File: config.mk
export PLATFORM = sky130hd
export DESIGN_NAME = id_ex_operand_stage
export DESIGN_NICKNAME = d
export VERILOG_FILES = /design/src/rtl/id_ex_operand_stage.sv
export SDC_FILE = /design/constraint.sdc
export NUM_CORES = 1
export LEC_CHECK = 0
export CAP_MARGIN = 10
export CORE_UTILIZATION = 43
export CTS_BUF_LIST = sky130_fd_sc_hd__clkbuf_2
export DETAILED_ROUTE_END_ITERATION = 8
export GPL_ROUTABILITY_DRIVEN = 0
export GPL_TIMING_DRIVEN = 0
export PLACE_DENSITY = 0.77
export SETUP_SLACK_MARGIN = 0.2
export SKIP_CTS_REPAIR_TIMING = 1
export SLEW_MARGIN = 20
export SYNTH_ARGS = -nofsm -noshare
export SYNTH_HDL_FRONTEND = slang
export SYNTH_SLANG_ARGS = --single-unit
File: constraint.sdc
create_clock -name clk -period 2.65 [get_ports clk]
set_clock_uncertainty 0.05 [all_clocks]
set_input_delay 0.53 -clock clk [delete_from_list [all_inputs] [get_ports clk]]
set_output_delay 0.53 -clock clk [all_outputs]
set_load 0.05 [all_outputs]
File: src/rtl/id_ex_operand_stage.sv
// ID/EX register plus operand select: resolves EX/MEM and MEM/WB forwarding, feeds the ALU.
// Latency ID->EX one cycle; stalls decode on load-use or ex_ready=0, flush squashes EX.
module id_ex_operand_stage #(
    parameter int XLEN     = 32,
    parameter int RADDR_W  = 5,
    parameter int ALUSEL_W = 4
) (
    input  logic                clk,
    input  logic                rst_n,
    input  logic                id_valid,
    output logic                id_ready,
    input  logic [XLEN-1:0]     id_pc,
    input  logic [XLEN-1:0]     id_rs1_data,
    input  logic [XLEN-1:0]     id_rs2_data,
    input  logic [XLEN-1:0]     id_imm,
    input  logic [RADDR_W-1:0]  id_rs1_addr,
    input  logic [RADDR_W-1:0]  id_rs2_addr,
    input  logic                id_rs1_en,
    input  logic                id_rs2_en,
    input  logic [RADDR_W-1:0]  id_rd_addr,
    input  logic [ALUSEL_W-1:0] id_alu_sel,
    input  logic                id_op1_pc,
    input  logic                id_op2_imm,
    input  logic                id_reg_write,
    input  logic                id_mem_read,
    input  logic                id_mem_write,
    input  logic                flush,
    input  logic                ex_ready,
    input  logic [RADDR_W-1:0]  mem_rd_addr,
    input  logic                mem_reg_write,
    input  logic [XLEN-1:0]     mem_result,
    input  logic [RADDR_W-1:0]  wb_rd_addr,
    input  logic                wb_reg_write,
    input  logic [XLEN-1:0]     wb_result,
    output logic                ex_valid,
    output logic [XLEN-1:0]     Alu_in1,
    output logic [XLEN-1:0]     Alu_in2,
    output logic [ALUSEL_W-1:0] ALUSel,
    output logic [XLEN-1:0]     ex_store_data,
    output logic [XLEN-1:0]     ex_pc,
    output logic [RADDR_W-1:0]  ex_rd_addr,
    output logic                ex_reg_write,
    output logic                ex_mem_read,
    output logic                ex_mem_write
);

    logic                r_valid;
    logic [XLEN-1:0]     r_pc;
    logic [XLEN-1:0]     r_rs1_data;
    logic [XLEN-1:0]     r_rs2_data;
    logic [XLEN-1:0]     r_imm;
    logic [RADDR_W-1:0]  r_rs1_addr;
    logic [RADDR_W-1:0]  r_rs2_addr;
    logic [RADDR_W-1:0]  r_rd_addr;
    logic [ALUSEL_W-1:0] r_alu_sel;
    logic                r_op1_pc;
    logic                r_op2_imm;
    logic                r_reg_write;
    logic                r_mem_read;
    logic                r_mem_write;

    logic                w_hazard;
    logic                w_adv;
    logic [XLEN-1:0]     w_id_rs1;
    logic [XLEN-1:0]     w_id_rs2;
    logic [XLEN-1:0]     w_fwd_rs1;
    logic [XLEN-1:0]     w_fwd_rs2;

    // A load in EX cannot forward its data yet, so a dependent decode must wait a cycle.
    assign w_hazard = r_valid & r_mem_read & (r_rd_addr != '0) &
                      ((id_rs1_en & (id_rs1_addr == r_rd_addr)) |
                       (id_rs2_en & (id_rs2_addr == r_rd_addr)));
    assign w_adv    = ~r_valid | ex_ready;
    assign id_ready = w_adv & ~w_hazard & ~flush;

    // Regfile is read-before-write, so a same-cycle write-back must be bypassed on capture.
    always_comb begin
        w_id_rs1 = id_rs1_data;
        w_id_rs2 = id_rs2_data;
        if (wb_reg_write && (wb_rd_addr != '0) && (wb_rd_addr == id_rs1_addr))
            w_id_rs1 = wb_result;
        if (wb_reg_write && (wb_rd_addr != '0) && (wb_rd_addr == id_rs2_addr))
            w_id_rs2 = wb_result;
    end

    always_comb begin
        w_fwd_rs1 = r_rs1_data;
        w_fwd_rs2 = r_rs2_data;
        if (mem_reg_write && (mem_rd_addr == r_rs1_addr) && (r_rs1_addr != '0))
            w_fwd_rs1 = mem_result;
        else if (wb_reg_write && (wb_rd_addr == r_rs1_addr) && (r_rs1_addr != '0))
            w_fwd_rs1 = wb_result;
        if (mem_reg_write && (mem_rd_addr == r_rs2_addr) && (r_rs2_addr != '0))
            w_fwd_rs2 = mem_result;
        else if (wb_reg_write && (wb_rd_addr == r_rs2_addr) && (r_rs2_addr != '0))
            w_fwd_rs2 = wb_result;
    end

    always_ff @(posedge clk or negedge rst_n) begin
        if (!rst_n) begin
            r_valid     <= 1'b0;
            r_pc        <= '0;
            r_rs1_data  <= '0;
            r_rs2_data  <= '0;
            r_imm       <= '0;
            r_rs1_addr  <= '0;
            r_rs2_addr  <= '0;
            r_rd_addr   <= '0;
            r_alu_sel   <= '0;
            r_op1_pc    <= 1'b0;
            r_op2_imm   <= 1'b0;
            r_reg_write <= 1'b0;
            r_mem_read  <= 1'b0;
            r_mem_write <= 1'b0;
        end else if (flush) begin
            r_valid     <= 1'b0;
            r_alu_sel   <= '0;
            r_reg_write <= 1'b0;
            r_mem_read  <= 1'b0;
            r_mem_write <= 1'b0;
        end else if (w_adv) begin
            if (id_valid && !w_hazard) begin
                r_valid     <= 1'b1;
                r_pc        <= id_pc;
                r_rs1_data  <= w_id_rs1;
                r_rs2_data  <= w_id_rs2;
                r_imm       <= id_imm;
                r_rs1_addr  <= id_rs1_addr;
                r_rs2_addr  <= id_rs2_addr;
                r_rd_addr   <= id_rd_addr;
                r_alu_sel   <= id_alu_sel;
                r_op1_pc    <= id_op1_pc;
                r_op2_imm   <= id_op2_imm;
                r_reg_write <= id_reg_write;
                r_mem_read  <= id_mem_read;
                r_mem_write <= id_mem_write;
            end else begin
                r_valid     <= 1'b0;
                r_alu_sel   <= '0;
                r_reg_write <= 1'b0;
                r_mem_read  <= 1'b0;
                r_mem_write <= 1'b0;
            end
        end else begin
            // Latch forwarded operands while stalled; the producer may retire before we advance.
            r_rs1_data <= w_fwd_rs1;
            r_rs2_data <= w_fwd_rs2;
        end
    end

    assign ex_valid      = r_valid;
    assign Alu_in1       = r_op1_pc  ? r_pc  : w_fwd_rs1;
    assign Alu_in2       = r_op2_imm ? r_imm : w_fwd_rs2;
    assign ALUSel        = r_alu_sel;
    assign ex_store_data = w_fwd_rs2;
    assign ex_pc         = r_pc;
    assign ex_rd_addr    = r_rd_addr;
    assign ex_reg_write  = r_valid & r_reg_write;
    assign ex_mem_read   = r_valid & r_mem_read;
    assign ex_mem_write  = r_valid & r_mem_write;

endmodule
==> out/metrics.cfg <==
[floorplan]
core-area_sq_um=25500
fp.dieH_um=164
row_count=58
die_w_um=164
initial_core_util=0.442
dieArea_sq_um=26900
ioPinCount=377

[route]
dr_wl_met2_mm=23.8
wl_per_cell_um=24.8
avgViaCountPerCell=6.26
routed.top_layer=met4
drt_iter0_drc=1303
met3WireLength_mm=4.31
postRouteWirelength_mm=49.1
route.detailed.drc=0
antenna_left=0
dr.pass1.iters=6
wl_met1_mm=19.2
vias=12400

[critical_path]
cp_max_fo=10
critical-path-slowest-cell=nand4_1
crit_path_end_kind=output port
max_stage_delay_ps=520
worst-setup-path-type=flop to output port
rrSetupSlack_ps=-90
crit_required_ps=2070
path_cells=xnor2_1 > nand4_1 > clkbuf_1 > o21ai_1 > a31oi_4 > mux2_4 > buf_8
start_kind=flop
rr_worst_depth=8
r2r_start=r_rs2_addr[4]
cp_data_arrival_time_ps=3370
reg2reg_to=r_rs2_data[5]

[power_and_ir_drop]
pwr-share-clk=0.108
p_sw_frac=0.464
combPwrFrac=0.628
power.internal_uw=6420
power_switching_uw=5550
totalPowerFinal_uw=12000
power_per_cell_area_nw_per_um2=639
peakVddDrop_mv=0.573
power_leakage_uw=0.00744
sequentialPowerShare=0.263

[cts]
clock_path_buffers=2
cts.sinks=153
cts_tree=done
cts_buffers=17
cts-htree-levels=4
cts.clk_slew.worst_paths_ps=280
clock_latency_ps=790
cts-root-buf=clkbuf_2

[placement]
dp_hpwl_mm=34.3
dpl.cell_count=1860
dpl_cell_area_sq_um=16400
io_buffer_count=371
place_ws_ps=-1850

[sta]
period_minus_slack_ps=3950
relSlewSlack=0.270
worst_pin_slew_ps=1090
rsz0062_at_grt=yes
finalHoldViolCount=0
finalCritPeriodShare=1.49
fin_ws_ps=-1300
finalSetupViolations=125
max_freq_mhz=253
finalMaxSlewViolations=0

[status]
status=finished, violations left
violations=negative setup slack

[cells_and_area]
stdcell_area_sq_um=18700
nets=1874
layout.cells.non_filler=1984
multi_input_area_sq_um=7880
drive_above_1_share=0.350
syn_to_final_growth_pct=66.2
final_common_cell=clkdlybuf4s50_1
ff_latch_area_sq_um=3840
final_cell_mix=clkdlybuf4s50_1 (228), dfrtp_1 (145), nand3_1 (130), mux2_2 (101), mux2_4 (76)
fillers=1818

[synthesis]
synth_edf_count=0
ys_seq_elements=153
synth_cell_types=40
syn-cell-area_sq_um=11300
seq_area_frac_synth=0.340
syn-num-nets=1393
ys.flop_type=dfrtp_1
synth.top_cell.area_share=0.340
yosysWarningCount=0
async_reset_ff_frac=1.00
synth_area_per_cell_sq_um=9.73
synth.area.top_cells=dfrtp_1 (34%), mux2_2 (15%), mux2_1 (5.9%)
syn-instance-count=1158
synth.largest_area_cell=dfrtp_1

[global_routing]
grt_max_degree=82
grt_pass1_wl_mm=69.1
antenna_found_initial=3
grt_pass1_vias=12000
grt-ovfl-total=0
track_usage=0.338

[flow_run]
max_cap_violations=0

[hold_path]
min_path_type=input port to asynchronous set/reset pin

[cell usage after synthesis, types with 28 or more instances]
cell type / count
nand3_1: 130
nor3b_1: 64
mux2_1: 59
dfrtp_1: 153
nor3_1: 64
mux2_2: 150
clkbuf_1: 89
a221o_1: 64
a21oi_1: 65
a31oi_1: 44
xnor2_1: 28
o21ai_0: 80
o21ai_1: 49
[power by group through the flow]
stage	Combinational, uW	Clock [uW]	Sequential [uW]
after floorplan	4130	0	3430
after global placement	6430	0	3150
after detailed placement	6510	0	3180
after CTS	6530	1290	3130
after global routing	7800	1380	3210
final	7520	1300	3150
[registers in the layout (all words and copies together) (netlist names)]
register,flops
r_mem_read,1
r_op2_imm,1
ALUSel,4
ex_rd_addr,5
r_reg_write,1
r_rs2_addr,5
r_rs2_data,32
ex_pc,32
ex_valid,1
r_op1_pc,1
r_rs1_addr,5
r_imm,32
r_mem_write,1
r_rs1_data,32
[area by class of cell]
type                            count  area share
Multi-Input combinational cell    871       0.421
Timing Repair Buffer              464       0.285
Sequential cell                   153       0.205
Buffer                            131      0.0561
Tap cell                          330      0.0220
Clock inverter                     13     0.00528
Clock buffer                       19     0.00508
Inverter                            1    0.000334
Antenna cell                        2    0.000267
[how the worst max path moves through the flow]
stage	from	end	slack, ps	cells past startpoint
2_1_floorplan	r_rs2_addr[2]	Alu_in2[10]	-190	7
3_3_place_gp	rst_n	ex_valid	-6400	1
3_5_place_dp	id_rs1_addr[3]	id_ready	-1850	8
4_1_cts	r_rs1_addr[4]	Alu_in1[10]	-2340	7
5_1_grt	r_rs1_addr[2]	Alu_in1[19]	-1390	8
6_report	r_rs2_addr[2]	Alu_in2[25]	-1300	7
[critical path: cells and delay by family (launching register included)]
family | cells | cell delay (ps)
buffers and inverters | 2 | 540
and+or+nand+nor | 1 | 520
DFF | 1 | 510
AOI/OAI and AO/OA | 2 | 490
muxes | 1 | 300
xor gates and xnor gates | 1 | 200
[through the flow]
step	TNS [ps]	hold slack, ps	utilization
after floorplan	-5750	184	-
after global placement	-1157110	417	0.642
after detailed placement	-270490	429	0.643
after CTS	-229230	-410	0.651
after global routing	-124250	180	0.735
final	-108140	203	0.735
[kinds of logic (layout without fill, tap and decap cells)]
group                  count (synthesis)  in the layout  share of synthesized area
flip-flops                           153            153                      0.340
other                                  0              2                          0
AND/OR/NAND/NOR                      282            282                      0.144
multiplexers                         209            209                      0.209
buffers and inverters                134            628                     0.0559
XOR/XNOR                              40             40                     0.0311
AO/OA/AOI/OAI                        340            340                      0.220
[metal layers]
metal / up-vias / GRT usage
li1: 5413 / -
met1: 6112 / 0.428
met2: 777 / 0.564
met3: 126 / 0.0657
met4: 0 / 0.138
met5: - / 0
Power figures use the tool's default switching activity.
